--- config.mk ---
export PLATFORM = sky130hd
export DESIGN_NAME = lsu_xlen
export DESIGN_NICKNAME = d
export VERILOG_FILES = /design/src/rtl/lsu_pkg.sv /design/src/rtl/lsu_align.sv /design/src/rtl/lsu_xlen.sv
export SDC_FILE = /design/constraint.sdc
export NUM_CORES = 1
export LEC_CHECK = 0
export CORE_MARGIN = 10
export CORE_UTILIZATION = 45
export DETAILED_ROUTE_END_ITERATION = 12
export GPL_TIMING_DRIVEN = 0
export PLACE_DENSITY = 0.81
export REMOVE_ABC_BUFFERS = 1
export SLEW_MARGIN = 20
export SYNTH_ARGS = -nofsm -noshare
export SYNTH_HDL_FRONTEND = slang
export SYNTH_SLANG_ARGS = --single-unit
--- constraint.sdc ---
create_clock -name clk -period 5.55 [get_ports clk]
set_clock_uncertainty 0.2 [all_clocks]
set_input_delay 1.11 -clock clk [delete_from_list [all_inputs] [get_ports clk]]
set_output_delay 1.11 -clock clk [all_outputs]
set_load 0.02 [all_outputs]
--- src/rtl/lsu_pkg.sv ---
// Shared types and the byte-lane mask helper for the load/store unit.
// The lane mask spans two bus beats so a misaligned access shows up as upper-half bits.
package lsu_pkg;

    typedef enum logic [1:0] {
        SZ_B = 2'd0,
        SZ_H = 2'd1,
        SZ_W = 2'd2,
        SZ_D = 2'd3
    } size_e;

    typedef enum logic [1:0] {
        ST_IDLE  = 2'd0,
        ST_BEAT0 = 2'd1,
        ST_BEAT1 = 2'd2,
        ST_RESP  = 2'd3
    } state_e;

    localparam int MASK_W = 16;

    function automatic logic [MASK_W-1:0] byte_mask(input size_e size, input logic [2:0] off);
        logic [MASK_W-1:0] base;
        case (size)
            SZ_B:    base = 16'h0001;
            SZ_H:    base = 16'h0003;
            SZ_W:    base = 16'h000F;
            default: base = 16'h00FF;
        endcase
        return base << off;
    endfunction

endpackage

--- src/rtl/lsu_align.sv ---
// Combinational lane logic: store byte-enable/data shift and load extract with sign/zero extension.
// LSU_MISALIGN_EN adds the second-beat (upper half) datapath.
module lsu_align
    import lsu_pkg::*;
#(
    parameter  int XLEN  = 32,
    localparam int NB    = XLEN / 8,
    localparam int OFF_W = $clog2(NB)
) (
    input  logic [1:0]       st_size,
    input  logic [OFF_W-1:0] st_off,
    input  logic [XLEN-1:0]  st_wdata,
    output logic [NB-1:0]    st_be_lo,
    output logic [XLEN-1:0]  st_wdata_lo,
    output logic             st_split,
`ifdef LSU_MISALIGN_EN
    output logic [NB-1:0]    st_be_hi,
    output logic [XLEN-1:0]  st_wdata_hi,
    input  logic [XLEN-1:0]  ld_rdata_hi,
`endif
    input  logic [1:0]       ld_size,
    input  logic [OFF_W-1:0] ld_off,
    input  logic             ld_unsigned,
    input  logic [XLEN-1:0]  ld_rdata_lo,
    output logic [XLEN-1:0]  ld_data
);

    localparam int MW = 2 * NB;

    logic [MW-1:0]   mask;
    logic [XLEN-1:0] ld_window;
    logic [XLEN-1:0] keep;
    logic [XLEN-1:0] top_bit;
    logic [6:0]      ld_bits;
    logic            sign;
`ifdef LSU_MISALIGN_EN
    logic [2*XLEN-1:0] st_shift;
`endif

    // NOTE: every output gets a value on every path through always_comb, so no latch can be inferred.
    always_comb begin
        mask     = MW'(byte_mask(size_e'(st_size), 3'(st_off)));
        st_be_lo = mask[NB-1:0];
        st_split = |mask[MW-1:NB];
`ifdef LSU_MISALIGN_EN
        st_be_hi    = mask[MW-1:NB];
        st_shift    = {{XLEN{1'b0}}, st_wdata} << {st_off, 3'b000};
        st_wdata_lo = st_shift[XLEN-1:0];
        st_wdata_hi = st_shift[2*XLEN-1:XLEN];
        ld_window   = XLEN'({ld_rdata_hi, ld_rdata_lo} >> {ld_off, 3'b000});
`else
        st_wdata_lo = st_wdata << {st_off, 3'b000};
        ld_window   = ld_rdata_lo >> {ld_off, 3'b000};
`endif
        // keep covers the loaded bytes; its MSB marks the sign bit of the loaded value
        ld_bits = 7'd8 << ld_size;
        keep    = ~({XLEN{1'b1}} << ld_bits);
        top_bit = keep & ~(keep >> 1);
        sign    = ~ld_unsigned & (|(ld_window & top_bit));
        ld_data = (ld_window & keep) | ({XLEN{sign}} & ~keep);
    end

endmodule

--- src/rtl/lsu_xlen.sv ---
// Load/store unit between execute and the single-beat d_* bus; one access in flight.
// Defining LSU_MISALIGN_EN splits misaligned accesses into two beats instead of rejecting them.
module lsu_xlen
    import lsu_pkg::*;
#(
    parameter int XLEN   = 32,
    parameter int ADDR_W = 32
) (
    input  logic                clk,
    input  logic                rst,
    input  logic                req_valid,
    output logic                req_ready,
    input  logic                req_store,
    input  logic [1:0]          req_size,
    input  logic                req_unsigned,
    input  logic [ADDR_W-1:0]   req_addr,
    input  logic [XLEN-1:0]     req_wdata,
    input  logic [4:0]          req_rd,
    output logic                resp_valid,
    output logic [4:0]          resp_rd,
    output logic [XLEN-1:0]     resp_data,
    output logic                resp_err,
    output logic [ADDR_W-1:0]   d_addr,
    output logic                d_rd_req,
    output logic                d_wr_req,
    input  logic                d_rd_ready,
    input  logic                d_wr_ready,
    output logic [XLEN/8-1:0]   d_wr_be,
    output logic [XLEN-1:0]     d_wr_data,
    input  logic [XLEN-1:0]     d_rd_data
);

    localparam int NB    = XLEN / 8;
    localparam int OFF_W = $clog2(NB);

    state_e           state;
    logic             store_q;
    logic             unsigned_q;
    logic [1:0]       size_q;
    logic [OFF_W-1:0] off_q;

    logic             accept;
    logic             size_err;
    logic             req_err;
    logic             beat_done;
    logic [NB-1:0]    be_lo;
    logic [XLEN-1:0]  wdata_lo;
    logic             split;
    logic [XLEN-1:0]  ld_data;
    logic [XLEN-1:0]  ld_rdata_lo;

`ifdef LSU_MISALIGN_EN
    logic             split_q;
    logic [NB-1:0]    be_hi;
    logic [NB-1:0]    be_hi_q;
    logic [XLEN-1:0]  wdata_hi;
    logic [XLEN-1:0]  wdata_hi_q;
    logic [XLEN-1:0]  rdata_lo_q;

    assign req_err     = size_err;
    assign ld_rdata_lo = (state == ST_BEAT1) ? rdata_lo_q : d_rd_data;
`else
    assign req_err     = size_err | split;
    assign ld_rdata_lo = d_rd_data;
`endif

    assign req_ready = (state == ST_IDLE) && !rst;
    assign accept    = req_valid && req_ready;
    assign size_err  = (req_size == SZ_D) && (XLEN == 32);
    assign beat_done = (d_rd_req && d_rd_ready) || (d_wr_req && d_wr_ready);

    lsu_align #(.XLEN(XLEN)) u_align (
        .st_size     (req_size),
        .st_off      (req_addr[OFF_W-1:0]),
        .st_wdata    (req_wdata),
        .st_be_lo    (be_lo),
        .st_wdata_lo (wdata_lo),
        .st_split    (split),
`ifdef LSU_MISALIGN_EN
        .st_be_hi    (be_hi),
        .st_wdata_hi (wdata_hi),
        .ld_rdata_hi (d_rd_data),
`endif
        .ld_size     (size_q),
        .ld_off      (off_q),
        .ld_unsigned (unsigned_q),
        .ld_rdata_lo (ld_rdata_lo),
        .ld_data     (ld_data)
    );

    // NOTE: captured request fields are qualified by state, so they need no reset; only control and visible outputs are reset.
    always_ff @(posedge clk) begin
        if (rst) begin
            state      <= ST_IDLE;
            resp_valid <= 1'b0;
            resp_err   <= 1'b0;
            resp_data  <= '0;
            resp_rd    <= '0;
            d_addr     <= '0;
            d_rd_req   <= 1'b0;
            d_wr_req   <= 1'b0;
            d_wr_be    <= '0;
            d_wr_data  <= '0;
        end else begin
            case (state)
                ST_IDLE: begin
                    if (accept) begin
                        store_q    <= req_store;
                        unsigned_q <= req_unsigned;
                        size_q     <= req_size;
                        off_q      <= req_addr[OFF_W-1:0];
                        resp_rd    <= req_rd;
`ifdef LSU_MISALIGN_EN
                        split_q    <= split;
                        be_hi_q    <= be_hi;
                        wdata_hi_q <= req_store ? wdata_hi : '0;
`endif
                        if (req_err) begin
                            state      <= ST_RESP;
                            resp_valid <= 1'b1;
                            resp_err   <= 1'b1;
                        end else begin
                            state     <= ST_BEAT0;
                            d_addr    <= {req_addr[ADDR_W-1:OFF_W], {OFF_W{1'b0}}};
                            d_rd_req  <= !req_store;
                            d_wr_req  <= req_store;
                            d_wr_be   <= be_lo;
                            d_wr_data <= req_store ? wdata_lo : '0;
                        end
                    end
                end
                ST_BEAT0, ST_BEAT1: begin
                    if (beat_done) begin
`ifdef LSU_MISALIGN_EN
                        if (state == ST_BEAT0 && split_q) begin
                            state      <= ST_BEAT1;
                            d_addr     <= d_addr + ADDR_W'(NB);
                            d_wr_be    <= be_hi_q;
                            d_wr_data  <= wdata_hi_q;
                            rdata_lo_q <= d_rd_data;
                        end else
`endif
                        begin
                            state      <= ST_RESP;
                            d_rd_req   <= 1'b0;
                            d_wr_req   <= 1'b0;
                            d_wr_be    <= '0;
                            d_wr_data  <= '0;
                            resp_valid <= 1'b1;
                            resp_data  <= store_q ? '0 : ld_data;
                        end
                    end
                end
                ST_RESP: begin
                    state      <= ST_IDLE;
                    resp_valid <= 1'b0;
                    resp_err   <= 1'b0;
                    resp_data  <= '0;
                end
                default: state <= ST_IDLE;
            endcase
        end
    end

endmodule

==> impl_metrics.env, run 1 <==
export IMPL_status="finished, final reports clean"
export IMPL_p_total_mw=2.92
export IMPL_cts_buffer_depth=2
export IMPL_groute_usage_overall=0.225
export IMPL_yosys_area_top_type="dfxtp_1"
export IMPL_finalCritPeriodShare=0.668
export IMPL_p_leak_nw=3.12
export IMPL_netlist_area_leader_share=0.407
export IMPL_slew_violations=0
export IMPL_rows=39
export IMPL_yosysMostFrequentCell="dfxtp_1"
export IMPL_synth_seq_cells=115
export IMPL_cts_resized_gates=0
export IMPL_dr_pass1_iters=5
export IMPL_seq_area_frac_synth=0.441
export IMPL_gp_congestion=0.847
export IMPL_syn_inst=615
export IMPL_syn_area_um2=5360
export IMPL_post_cts_buffers=0
export IMPL_hold_path_end="d_addr[19]"
export IMPL_ir_drop_mv=0.188
export IMPL_netlist_cell_type_count=46
export IMPL_grt_pass1_vias=5539
export IMPL_ant_nets=0
export IMPL_ff2ff_setup_slack_ps=2500
export IMPL_die_h_um=129
export IMPL_port_buffers=217
export IMPL_place_hpwl_um=14400
export IMPL_r2r_cells=6
export IMPL_design_portCount=220
export IMPL_critical_path_class="input port to primary output"
export IMPL_antenna_found_initial=0
export IMPL_hold_viol_final=0
export IMPL_clock_fmax_ghz=0.270
export IMPL_crit_arrival_ps=2400
export IMPL_p_per_area_nw_per_um2=352
export IMPL_synth_edf_count=6
export IMPL_synthAdderAreaFrac=0.00467
export IMPL_area_growth_pct=54.9
export IMPL_cts_sinks=115
export IMPL_tritoncts="built"
export IMPL_grt_overflow=0
export IMPL_synth_mux_area_frac=0.111
export IMPL_nNetsFinal=926
export IMPL_holdCritStartpoint="d_addr[19]"
export IMPL_wl_um=19400
export IMPL_antenna_cells=0
export IMPL_grt_pass1_wl_um=30000
export IMPL_die_x_um=129
export IMPL_cts_made_buffers=17
export IMPL_cts_hold_buffers=0
export IMPL_synth_commonest_cells="dfxtp_1 (109), nand2_1 (88), inv_1 (61)"
export IMPL_async_flop_share=0
export IMPL_dp_cells=938
export IMPL_start_kind="input port"
export IMPL_final_util=0.721
export IMPL_worst_ep_required_time_ps=4240
export IMPL_grt_setup_unrepaired="false"
export IMPL_start_util=0.465
export IMPL_wl_per_cell_um=20.0
export IMPL_r2r_start="state[1]"
export IMPL_final_setup_viol_count=0
export IMPL_ys_warn_count=0
export IMPL_clk_latency_ps=400
export IMPL_synth_ff_type="dfxtp_1"
export IMPL_core_um2=11500
export IMPL_relSlewSlack=0.304
export IMPL_cts_root_buf="clkbuf_16"
export IMPL_r2r_end="d_wr_data[26]"
export IMPL_synth_xor_area_share=0
export IMPL_whs_ps=253
export IMPL_min_path_type="flop to flop"
export IMPL_drc=0
export IMPL_synth_area_leaders="dfxtp_1 (41%), mux2i_1 (9.0%), nand2_1 (6.2%)"
export IMPL_synth_area_per_cell_um2=8.71
export IMPL_path_clk_slew_ps=60
export IMPL_final_cells=970
export IMPL_critPathMaxFanout=59
export IMPL_num_vias=5457
export IMPL_drt_initial_drc_count=499
export IMPL_htree_levels=4
export IMPL_synth_compound_area_share=0.238
export IMPL_min_period_ps=3710
export IMPL_max_cap_viol_count=0
export IMPL_whs_path_depth=2
export IMPL_fill_cells=874
export IMPL_synth_simple_area_share=0.123
export IMPL_grt_max_degree=60
export IMPL_tightest_slew_ps=1040
export IMPL_via_per_inst=5.63
export IMPL_synth_top_family_by_area="compound AO/OA/AOI/OAI gates"
export IMPL_worst_setup_path_end_kind="primary output"
export IMPL_final_layout_size_suffix_gt1_frac=0.0750
export IMPL_dieArea_um2=16700
==> metal layers <==
layer / track usage / routed length, um / vias up
met3: 0.134 / 2700 / 14
met5: 0 / 0 / -
met2: 0.374 / 9200 / 265
met4: 0.0635 / 198 / 0
met1: 0.237 / 7280 / 2589
li1: - / - / 2589
==> cell usage in the layout (no fill, tap or decap), types with 3 or more instances in the layout <==
master	count
clkdlybuf4s50_1	214
dfxtp_1	109
nand2_1	88
inv_1	61
a21oi_1	51
mux2i_1	48
o32ai_1	33
nor2_1	32
clkbuf_16	18
o21ai_0	17
o2bb2ai_1	16
nor3_1	12
a21o_1	10
a211o_1	8
a32o_1	8
a211oi_1	8
mux2_2	7
o2111ai_1	7
edfxtp_1	6
o31ai_1	5
buf_4	5
nand3_1	4
clkbuf_8	4
buf_6	4
nor2b_1	3
bufinv_16	3
clkinv_2	3
==> power by group <==
part,switching (mW),total (mW),internal (mW)
sequential,0.0562,0.967,0.911
combinational,0.453,0.801,0.348
clock,0.374,1.15,0.779
==> flip-flops by register name, indices dropped and copies added (netlist names) <==
register and cells:
d_wr_be 4, resp_data 32, size_q 2, d_addr 30, resp_rd 5, off_q 2, resp_valid 1, state 2
d_wr_req 1, store_q 1, d_wr_data 32, unsigned_q 1, resp_err 1, d_rd_req 1
==> cell type report <==
| cell class | count | area [um2] | area share |
|---|---|---|---|
| Clock buffer | 24 | 513 | 0.0618 |
| Clock inverter | 8 | 120 | 0.0145 |
| Inverter | 61 | 229 | 0.0276 |
| Multi-Input combinational cell | 391 | 2590 | 0.312 |
| Sequential cell | 115 | 2360 | 0.285 |
| Tap cell | 143 | 179 | 0.0216 |
| Timing Repair Buffer | 228 | 2300 | 0.278 |
==> critical path: stages <==
cell and delay (ps):
buf_4 300, buf_16 280, nor2b_1 90, clkdlybuf4s50_1 570
==> per-stage QoR <==
| step | area (um2) | setup TNS, ps | setup WS [ps] |
|---|---|---|---|
| 6_report | 8300 | 0 | 1840 |
| 5_1_grt | 8300 | 0 | 1800 |
| 4_1_cts | 8300 | 0 | 1500 |
| 3_5_place_dp | 7660 | 0 | 1110 |
| 3_3_place_gp | 7500 | -170660 | -2980 |
| 2_1_floorplan | 5150 | 0 | 1100 |
==> how the worst max path moves through the flow <==
stage | start | to | slack (ps)
after floorplan | rst | d_rd_req | 1100
after global placement | rst | d_wr_data[20] | -2980
after detailed placement | req_addr[0] | d_wr_data[11] | 1110
after CTS | req_addr[0] | d_wr_data[11] | 1500
after global routing | rst | d_wr_data[26] | 1800
final | rst | req_ready | 1840
==> cell families after synthesis <==
| kind of cell | Yosys count |
|---|---|
| buf+inv | 110 |
| other cells | 1 |
| simple gates | 154 |
| compound gates | 176 |
| mux | 57 |
| fa+ha+maj | 2 |
| flops | 115 |
Power figures use the tool's default switching activity.
==> run 2, diff against run 1 <==
CORE_UTILIZATION = 39   (was 45)
PLACE_DENSITY = 0.75   (was 0.81)
clock period = 3.3 ns   (was 5.55 ns; I/O delays follow)
==> impl_metrics.env, run 2 (synthesis results as in run 1) <==
export IMPL_status="finished, final reports clean"
export IMPL_max_cap_viol_count=0
export IMPL_wl_met2_um=9230
export IMPL_hold_viol_final=0
export IMPL_dp_cells=970
export IMPL_htree_levels=4
export IMPL_cts_sinks=115
export IMPL_final_layout_size_suffix_gt1_frac=0.0761
export IMPL_antenna_cells=0
export IMPL_grt_max_degree=63
export IMPL_clock_fmax_ghz=0.321
export IMPL_fill_cells=1169
export IMPL_area_growth_pct=54.1
export IMPL_critPathMaxFanout=62
export IMPL_relSlewSlack=0.299
export IMPL_met1_length_um=7610
export IMPL_wl_um=19300
export IMPL_place_hpwl_um=14500
export IMPL_dr_pass1_iters=5
export IMPL_gp_congestion=0.908
export IMPL_grt_overflow=0
export IMPL_layout_commonest_cell="clkdlybuf4s50_1"
export IMPL_slew_violations=0
export IMPL_min_path_type="flop to flop"
export IMPL_ir_drop_mv=0.304
export IMPL_port_buffers=217
export IMPL_final_util=0.618
export IMPL_via_per_inst=5.39
export IMPL_design_portCount=220
export IMPL_die_x_um=137
export IMPL_clk_latency_ps=410
export IMPL_worst_ep_required_time_ps=3420
export IMPL_cts_root_buf="clkbuf_16"
export IMPL_critical_path_class="input port to flop"
export IMPL_min_period_ps=3110
export IMPL_cts_hold_buffers=0
export IMPL_groute_usage_overall=0.202
export IMPL_tritoncts="built"
export IMPL_start_kind="input port"
export IMPL_final_cells=1004
export IMPL_wl_per_cell_um=19.3
export IMPL_die_h_um=137
export IMPL_antenna_found_initial=0
export IMPL_cts_buffer_depth=2
export IMPL_dr_wl_met3_um=2250
export IMPL_p_leak_nw=3.06
export IMPL_crit_arrival_ps=3230
export IMPL_cts_made_buffers=17
export IMPL_reg_largest_list="d_wr_data: 32 flops, resp_data: 32 flops, d_addr: 30 flops"
export IMPL_path_clk_slew_ps=50
export IMPL_start_util=0.401
export IMPL_dieArea_um2=18800
export IMPL_worst_setup_path_end_kind="flop"
export IMPL_drc=0
export IMPL_rows=42
export IMPL_tightest_slew_ps=1050
export IMPL_routed_top_layer="met4"
export IMPL_grt_setup_unrepaired="false"
export IMPL_nNetsFinal=927
export IMPL_final_setup_viol_count=0
export IMPL_ant_nets=0
export IMPL_grt_pass1_wl_um=29500
export IMPL_p_per_area_nw_per_um2=558
export IMPL_grt_pass1_vias=5419
export IMPL_layout_common_cells="clkdlybuf4s50_1 (214), dfxtp_1 (109), nand2_1 (88)"
export IMPL_finalCritPeriodShare=0.944
export IMPL_num_vias=5411
export IMPL_core_um2=13300
export IMPL_drt_initial_drc_count=424
## run 2: cell types whose count changed in the layout (fill, tap and decap cells not counted), sizes merged
cell and delta:
bufinv -3, clkbuf +3, clkdlybuf4s15 +1, clkinv +2, inv -2
## run 2: layer usage
metal,vias up,track usage
li1,2602,-
met1,2544,0.224
met2,240,0.328
met3,25,0.100
met4,0,0.0726
met5,-,0
## run 2: stage by stage
step	cell area (um2)	total power [mW]	setup slack [ps]	hold WS [ps]	TNS (ps)
after global placement	7540	2.88	-4790	242	-357140
after floorplan	5150	2.31	-696	287	-26170
after detailed placement	7680	2.98	-1070	248	-54850
after CTS	8210	4.62	77.7	255	0
final	8250	4.61	185	253	0
after global routing	8250	4.82	3.12	267	0
## run 2: area by class of cell
class,instances,area [um2],share of cell area
clock buffer,27,503,0.0609
clock inverter,5,25.0,0.00303
inverter,61,236,0.0286
multi-input combinational,391,2600,0.315
sequential,115,2360,0.286
tap,176,220,0.0267
timing repair buffer,229,2310,0.279
## run 2: worst paths after layout
path              slack, ps             to  cells past startpoint          from
setup / recovery        190  d_wr_data[14]                      9           rst
hold / removal          250   resp_data[3]                      2  resp_data[3]
setup reg to reg        190  d_wr_data[11]                      9      state[0]
hold reg to reg         250   resp_data[3]                      2  resp_data[3]
## run 2: worst max-delay path, stage by stage
cell and delay, ps:
buf_4 290, buf_16 290, nand3b_1 340, clkinvlp_4 380
o211ai_1 340, a22oi_2 260, buf_6 240, buf_6 160
o32ai_1 220
## run 2: where the power goes
part           total, mW  internal [mW]  switching [mW]
logic               1.35          0.584           0.762
clock network       1.64           1.03           0.607
registers           1.63           1.53          0.0932
## run 2: what timing repair did
item / CTS / global route
pin swaps: 0 / 0
setup buffers: 0 / 2
endpoints found under the hold margin: 0 / 0
setup endpoints to repair: 68 / 25
resized for setup: 3 / 4
